[config.mk]
export PLATFORM = sky130hd
export DESIGN_NAME = mem_access_unit
export DESIGN_NICKNAME = d
export VERILOG_FILES = /design/src/rtl/mips_mem_pkg.sv /design/src/rtl/mem_lane_merge.sv /design/src/rtl/mem_access_unit.sv
export SDC_FILE = /design/constraint.sdc
export NUM_CORES = 1
export LEC_CHECK = 0
export CAP_MARGIN = 20
export CORE_MARGIN = 2
export CORE_UTILIZATION = 43
export DETAILED_ROUTE_END_ITERATION = 10
export GPL_ROUTABILITY_DRIVEN = 1
export PLACE_DENSITY = 0.85
export SYNTH_ARGS = -nofsm -noshare
export SYNTH_HDL_FRONTEND = slang
export SYNTH_SLANG_ARGS = --single-unit
[constraint.sdc]
create_clock -name Clk -period 2 [get_ports Clk]
set_input_delay 0.6 -clock Clk [delete_from_list [all_inputs] [get_ports Clk]]
set_output_delay 0.6 -clock Clk [all_outputs]
set_load 0.05 [all_outputs]
[src/rtl/mips_mem_pkg.sv]
// Shared encodings for the MEM-stage load/store initiator: access sizes,
// controller states and byte-lane geometry of the big-endian memory word.
package mips_mem_pkg;

  localparam int WORD_W = 32;
  localparam int HALF_W = 16;
  localparam int BYTE_W = 8;
  localparam int LANES  = WORD_W / BYTE_W;

  localparam logic [1:0] SIZE_BYTE = 2'b00;
  localparam logic [1:0] SIZE_HALF = 2'b01;
  localparam logic [1:0] SIZE_WORD = 2'b10;
  localparam logic [1:0] SIZE_RSVD = 2'b11;

  typedef enum logic [1:0] {
    ST_IDLE,
    ST_READ,
    ST_WRITE,
    ST_RESP
  } state_t;

  // Reserved size and naturally misaligned halfwords/words are refused.
  function automatic logic access_fault(input logic [1:0] size, input logic [1:0] offset);
    case (size)
      SIZE_BYTE: access_fault = 1'b0;
      SIZE_HALF: access_fault = offset[0];
      SIZE_WORD: access_fault = |offset;
      default:   access_fault = 1'b1;
    endcase
  endfunction

endpackage

[src/rtl/mem_lane_merge.sv]
// Big-endian lane logic: extracts/extends load data from a memory word and
// merges sub-word store data into the old word for read-modify-write.
module mem_lane_merge
  import mips_mem_pkg::*;
(
  input  logic [WORD_W-1:0] word_i,
  input  logic [WORD_W-1:0] data_i,
  input  logic [1:0]        offset_i,
  input  logic [1:0]        size_i,
  input  logic              signed_i,
  output logic [WORD_W-1:0] load_o,
  output logic [WORD_W-1:0] store_o
);

  logic [BYTE_W-1:0] lane [LANES];
  logic [BYTE_W-1:0] byte_sel;
  logic [HALF_W-1:0] half_sel;

  // Lane 0 is the most significant byte.
  for (genvar gi = 0; gi < LANES; gi++) begin : g_lane
    localparam int         HI  = WORD_W - 1 - gi * BYTE_W;
    localparam logic [1:0] IDX = 2'(gi);
    logic              hit;
    logic [BYTE_W-1:0] new_byte;

    assign lane[gi] = word_i[HI -: BYTE_W];
    assign hit = (size_i == SIZE_WORD)
              || (size_i == SIZE_BYTE && offset_i == IDX)
              || (size_i == SIZE_HALF && offset_i[1] == IDX[1]);
    assign new_byte = (size_i == SIZE_WORD)                ? data_i[HI -: BYTE_W] :
                      (size_i == SIZE_HALF && !IDX[0])     ? data_i[HALF_W-1:BYTE_W] :
                                                             data_i[BYTE_W-1:0];
    assign store_o[HI -: BYTE_W] = hit ? new_byte : lane[gi];
  end

  always_comb begin
    byte_sel = lane[offset_i];
    half_sel = offset_i[1] ? {lane[2], lane[3]} : {lane[0], lane[1]};
    case (size_i)
      SIZE_BYTE: load_o = {{(WORD_W-BYTE_W){signed_i & byte_sel[BYTE_W-1]}}, byte_sel};
      SIZE_HALF: load_o = {{(WORD_W-HALF_W){signed_i & half_sel[HALF_W-1]}}, half_sel};
      default:   load_o = word_i;
    endcase
  end

endmodule

[src/rtl/mem_access_unit.sv]
// Load/store initiator between the MEM stage and a word-wide memory; sub-word
// stores are done as read-modify-write, misaligned requests never touch memory.
module mem_access_unit
  import mips_mem_pkg::*;
#(
  parameter int READ_LATENCY = 1
) (
  input  logic        Clk,
  input  logic        Reset,
  input  logic        req_valid,
  output logic        req_ready,
  input  logic        req_write,
  input  logic [1:0]  req_size,
  input  logic        req_signed,
  input  logic [31:0] req_addr,
  input  logic [31:0] req_wdata,
  output logic        resp_valid,
  output logic [31:0] resp_rdata,
  output logic        resp_err,
  output logic [31:0] Address,
  output logic [31:0] writeData,
  output logic        writeEnable,
  input  logic [31:0] MemData
);

  localparam int              CNT_W    = (READ_LATENCY > 1) ? $clog2(READ_LATENCY) : 1;
  localparam logic [CNT_W-1:0] CNT_LAST = CNT_W'(READ_LATENCY - 1);

  state_t            state_q, state_d;
  logic [CNT_W-1:0]  cnt_q, cnt_d;
  logic              write_q, write_d;
  logic              signed_q, signed_d;
  logic              err_q, err_d;
  logic [1:0]        size_q, size_d;
  logic [1:0]        off_q, off_d;
  logic [31:0]       wdata_q, wdata_d;
  logic [31:0]       addr_q, addr_d;
  logic [31:0]       wr_word_q, wr_word_d;
  logic [31:0]       rdata_q, rdata_d;
  logic [31:0]       load_word;
  logic [31:0]       store_word;

  mem_lane_merge u_merge (
    .word_i   (MemData),
    .data_i   (wdata_q),
    .offset_i (off_q),
    .size_i   (size_q),
    .signed_i (signed_q),
    .load_o   (load_word),
    .store_o  (store_word)
  );

  always_ff @(posedge Clk) begin
    if (Reset) begin
      state_q   <= ST_IDLE;
      cnt_q     <= '0;
      write_q   <= 1'b0;
      signed_q  <= 1'b0;
      err_q     <= 1'b0;
      size_q    <= SIZE_BYTE;
      off_q     <= 2'b00;
      wdata_q   <= '0;
      addr_q    <= '0;
      wr_word_q <= '0;
      rdata_q   <= '0;
    end else begin
      state_q   <= state_d;
      cnt_q     <= cnt_d;
      write_q   <= write_d;
      signed_q  <= signed_d;
      err_q     <= err_d;
      size_q    <= size_d;
      off_q     <= off_d;
      wdata_q   <= wdata_d;
      addr_q    <= addr_d;
      wr_word_q <= wr_word_d;
      rdata_q   <= rdata_d;
    end
  end

  always_comb begin
    state_d   = state_q;
    cnt_d     = cnt_q;
    write_d   = write_q;
    signed_d  = signed_q;
    err_d     = err_q;
    size_d    = size_q;
    off_d     = off_q;
    wdata_d   = wdata_q;
    addr_d    = addr_q;
    wr_word_d = wr_word_q;
    rdata_d   = rdata_q;
    case (state_q)
      ST_IDLE: begin
        if (req_valid) begin
          write_d  = req_write;
          signed_d = req_signed;
          size_d   = req_size;
          off_d    = req_addr[1:0];
          wdata_d  = req_wdata;
          cnt_d    = '0;
          rdata_d  = '0;
          err_d    = 1'b0;
          // Faulting requests leave the memory-side registers untouched.
          if (access_fault(req_size, req_addr[1:0])) begin
            err_d   = 1'b1;
            state_d = ST_RESP;
          end else begin
            addr_d = {req_addr[31:2], 2'b00};
            if (req_write && req_size == SIZE_WORD) begin
              wr_word_d = req_wdata;
              state_d   = ST_WRITE;
            end else begin
              state_d = ST_READ;
            end
          end
        end
      end
      ST_READ: begin
        if (cnt_q == CNT_LAST) begin
          if (write_q) begin
            wr_word_d = store_word;
            state_d   = ST_WRITE;
          end else begin
            rdata_d = load_word;
            state_d = ST_RESP;
          end
        end else begin
          cnt_d = cnt_q + 1'b1;
        end
      end
      ST_WRITE: state_d = ST_RESP;
      ST_RESP:  state_d = ST_IDLE;
      default:  state_d = ST_IDLE;
    endcase
  end

  assign req_ready   = (state_q == ST_IDLE);
  assign resp_valid  = (state_q == ST_RESP);
  assign writeEnable = (state_q == ST_WRITE);
  assign resp_rdata  = (state_q == ST_RESP) ? rdata_q : '0;
  assign resp_err    = (state_q == ST_RESP) & err_q;
  assign Address     = addr_q;
  assign writeData   = wr_word_q;

endmodule

==> summary.md <==
| Metric | Value |
|---|---|
| Synthesized flop and latch total | 135 |
| Fin crit period | 2110 ps |
| CTS tree | built |
| Root Driver | clkbuf_16 |
| Via count | ~7300 |
| Antenna violations before repair | 0 |
| Post-DR wirelength/cell | 18.63 um |
| DR DRC count | 0 |
| Area contributors post-synth | dfxtp_1 (40%), nand2_1 (10%), a21oi_1 (7.2%), and2_1 (3.2%), clkbuf_1 (2.9%) |
| GRT met1 Usage | 32.33% |
| R2R cell count | 8 |
| Horiz. Die Dim | 128.9 um |
| Filler Cells Inserted | between 1000 and 1500 |
| VDD IR-drop max | around 0.61 mV |
| CP Launch Type | flip-flop |
| # IOs | about 200 |
| GR met3 Demand/Resource | 8.981% |
| Hold_sp | Address[19] |
| Row cnt | 45 |
| Yosys top cell area share | 40.31% |
| CORE AREA | 15200 um2 |
| Post-synth EDFFs | 0 |
| Pleak | between 3 and 4 nW |
| Sequential share of the synthesized area | about two fifths |
| Largest family of logic cells by synthesized area | compound AO/OA/AOI/OAI gates |
| WHS Path Cells | 2 |
| Post-synthesis simple-gate area fraction | between 20% and 30% |
| Achievable Freq | 474.0 MHz |
| Vias/cell | 5.848 |
| Slew @ Worst Pin | 516.3 ps |
| Final WS setup | -109.6 ps |
| Critical-path maximum fanout | 17 |
| GR Overflow Total | 0 |
| Clk sink count | 135 |
| Htree depth | 4 |
| GRT met2 Usage | 44.57% |
| Status | finished with violations |
| Setup_tns | -3388 ps |
| TritonRoute pass-1 iters | 5 |
| Adder-Cell Fraction of Synth Area | less than 1% |
| Die ar. | 16610 um2 |
| DIE HEIGHT | 128.9 um |
| Busiest metal layer after global routing | met2 |
| Worst Path Required | 1400 ps |
| Critical path class | reg2out |
| Yosys cell types | 56 |
| Clock Skew | just under 7 ps |
| Largest net degree at the start of global routing | 56 |
| Max-slew violation count | 0 |
| Mux cell area share after synthesis | 4.758% |
| Tot Pwr | 12.35 mW |
| Clock transition at the registers of the reported paths | around 50 ps |
| Initial Util | 44.11% |
| Fin area | 10250 um2 |
| First-pass GRT wire length | 36150 um |
| WHS Endpoint | Address[19] |
| Placed Instances | between 1000 and 1500 |
| Ys Warns | 0 |
| Share of cells above drive strength 1 | 27.34% |
| Fin cells | 1245 |
| RSZ-0062 raised after global routing | yes |
| Worst R2R Setup Slack | ~60 ps |
| Async set-reset flop share out of synthesis | 0% |
| Crit end category | primary output |
| Area leader, netlist | dfxtp_1 |
| Vias in the first global route | about 7000 |
| Top FF cell, synth | dfxtp_1 |
| Final ANT Viol Nets | 0 |
| Violated checks | negative setup slack |
| Total Routed Length | 23200 um |
| Port Buffers | 200 |
| FF/Latch Area | 2708 um2 |
| Drt first-iter violations | 667 |
| Cell area after placement | 9478 um2 |
| R2R Path End | rdata_q[24] |
| RR Startpoint | state_q[0] |
| Xor/xnor share of the synthesized area | 0.2426% |
| Final #Nets | ~1200 |
| Fin. Hold Viols | 0 |
| CTS Buf Count | 17 |
| Clock Path Buffers | 2 |
| Synth Cell Area | 6705 um2 |
| Arr. time, crit path | 1510 ps |
| GPL Wtd Cong | 0.9714 |
| Total GRT Usage | between 20 and 30% |
| Period utilization | 105.5% |
| Mapped Cells | 826 |
| Detail Placement HPWL | ~17000 um |
| Pwr Density | between 1000 and 1500 nW/um2 |
| Compound-Gate Fraction of Synth Area | ~25% |
| Max-cap violations | 0 |
| Syn avg cell area | 8.118 um2 |
| Worst hold path class | reg2reg |
| Final setup violation count | 34 |
| Slew margin rel. | 65.58% |
| Post-CTS Hold Buffers | 0 |
| Multi-input gate area | 3795 um2 |
| Clk_lat worst skew | about 420 ps |
| Area Growth Syn to Fin | 52.90% |
| Ant. Diodes | 0 |
-- synthesized netlist by cell type (2+ instances only) --
cell type / instances
o32ai_2: 2
nor2b_1: 8
nor2_1: 23
o21ai_0: 30
a22o_1: 7
ha_1: 4
buf_2: 12
dfxtp_1: 135
clkbuf_1: 51
a22oi_1: 9
or4_1: 16
a221o_1: 5
o32ai_1: 14
a221o_2: 11
a21o_1: 12
a41oi_1: 7
a21oi_1: 96
o211ai_1: 8
buf_6: 4
buf_4: 2
and2_1: 34
nand3_1: 8
mux2i_1: 18
nor3b_1: 8
and2_0: 2
nand2b_1: 11
or3_1: 8
mux2_2: 9
inv_1: 20
nand2_1: 181
o21ai_1: 2
buf_1: 4
a311oi_1: 17
nor3_1: 11
a221oi_1: 16
-- worst max path at each step --
stage                     from  slack (ps)  depth (start not counted)              to
detailed placement   req_valid        -720                          5     rdata_q[24]
finish              state_q[1]        -110                          5  resp_rdata[28]
global placement     req_valid        -640                          5     rdata_q[19]
floorplan           state_q[1]         -80                          9     rdata_q[21]
CTS                 state_q[1]        -150                          5  resp_rdata[10]
global route        state_q[1]        -140                          5   resp_rdata[3]
-- sequential cells by signal (all words and copies together) (netlist names) --
name       flops
state_q        2
signed_q       1
wdata_q       32
size_q         2
rdata_q       32
Address       30
writeData     32
err_q          1
write_q        1
off_q          2
-- worst max-delay path: stages (launching register included) --
cell and delay (ps):
dfxtp_2 330, buf_6 120, ha_4 170, buf_12 150, and2_4 170, buf_12 140
-- cells in the final DEF, fill, tap and decap left out, drive strengths merged, types with 8 or more instances in the layout --
cell type,n
nand2,181
buf,170
dfxtp,135
a21oi,96
clkdlybuf4s50,94
and2,36
o21ai,32
nor2,23
inv,20
mux2i,18
a311oi,18
clkbuf,18
or4,16
o32ai,16
a221oi,16
a221o,16
a21o,12
nand2b,11
nor3,11
mux2,10
clkinv,10
a22oi,9
or3,9
nor2b,9
o211ai,8
nand3,8
nor3b,8
-- layout make-up --
| cell class | instances | area share, % |
|---|---|---|
| Sequential cell | 135 | 26.41 |
| Timing Repair Buffer | 271 | 28.13 |
| Multi-Input combinational cell | 599 | 37.02 |
| Clock buffer | 18 | 4.284 |
| Inverter | 21 | 0.8055 |
| Clock inverter | 13 | 1.062 |
| Tap cell | 188 | 2.294 |
-- kinds of logic (layout without fill, tap and decap cells) --
group,after synthesis,count (layout)
compound gates,246,247
buf+inv,94,323
fa+ha+maj,4,4
simple gates,316,316
mux,29,29
flops,135,135
xor+xnor,1,1
other cells,1,2
-- stage by stage --
stage | hold slack [ps] | setup slack, ps | utilization [%]
finish | 452.6 | -109.6 | 67.44
global route | 473.7 | -141.6 | 67.44
CTS | 453.6 | -146.7 | 67.05
detailed placement | 438.0 | -722.7 | 62.35
global placement | 428.1 | -643.1 | 62.35
floorplan | 416.5 | -83.07 | -
-- layer usage --
metal,vias to the layer above,wire [um]
met5,-,0
met4,0,1362
met3,91,2382
met2,469,10500
met1,3336,8950
li1,3385,-
-- power by group --
| group | total (mW) | leakage (nW) | switching [mW] | internal (mW) |
|---|---|---|---|---|
| combinational | 5.83 | 2.62 | 3.56 | 2.27 |
| clock | 2.92 | 0.267 | 1.20 | 1.72 |
| sequential | 3.60 | 1.10 | 0.402 | 3.20 |
-- what timing repair did --
action	in CTS	in global routing
resized for setup	37	26
pin swaps	4	9
cloned	1	0
setup endpoints to repair	85	60
setup buffers	5	1
Power figures use the tool's default switching activity.
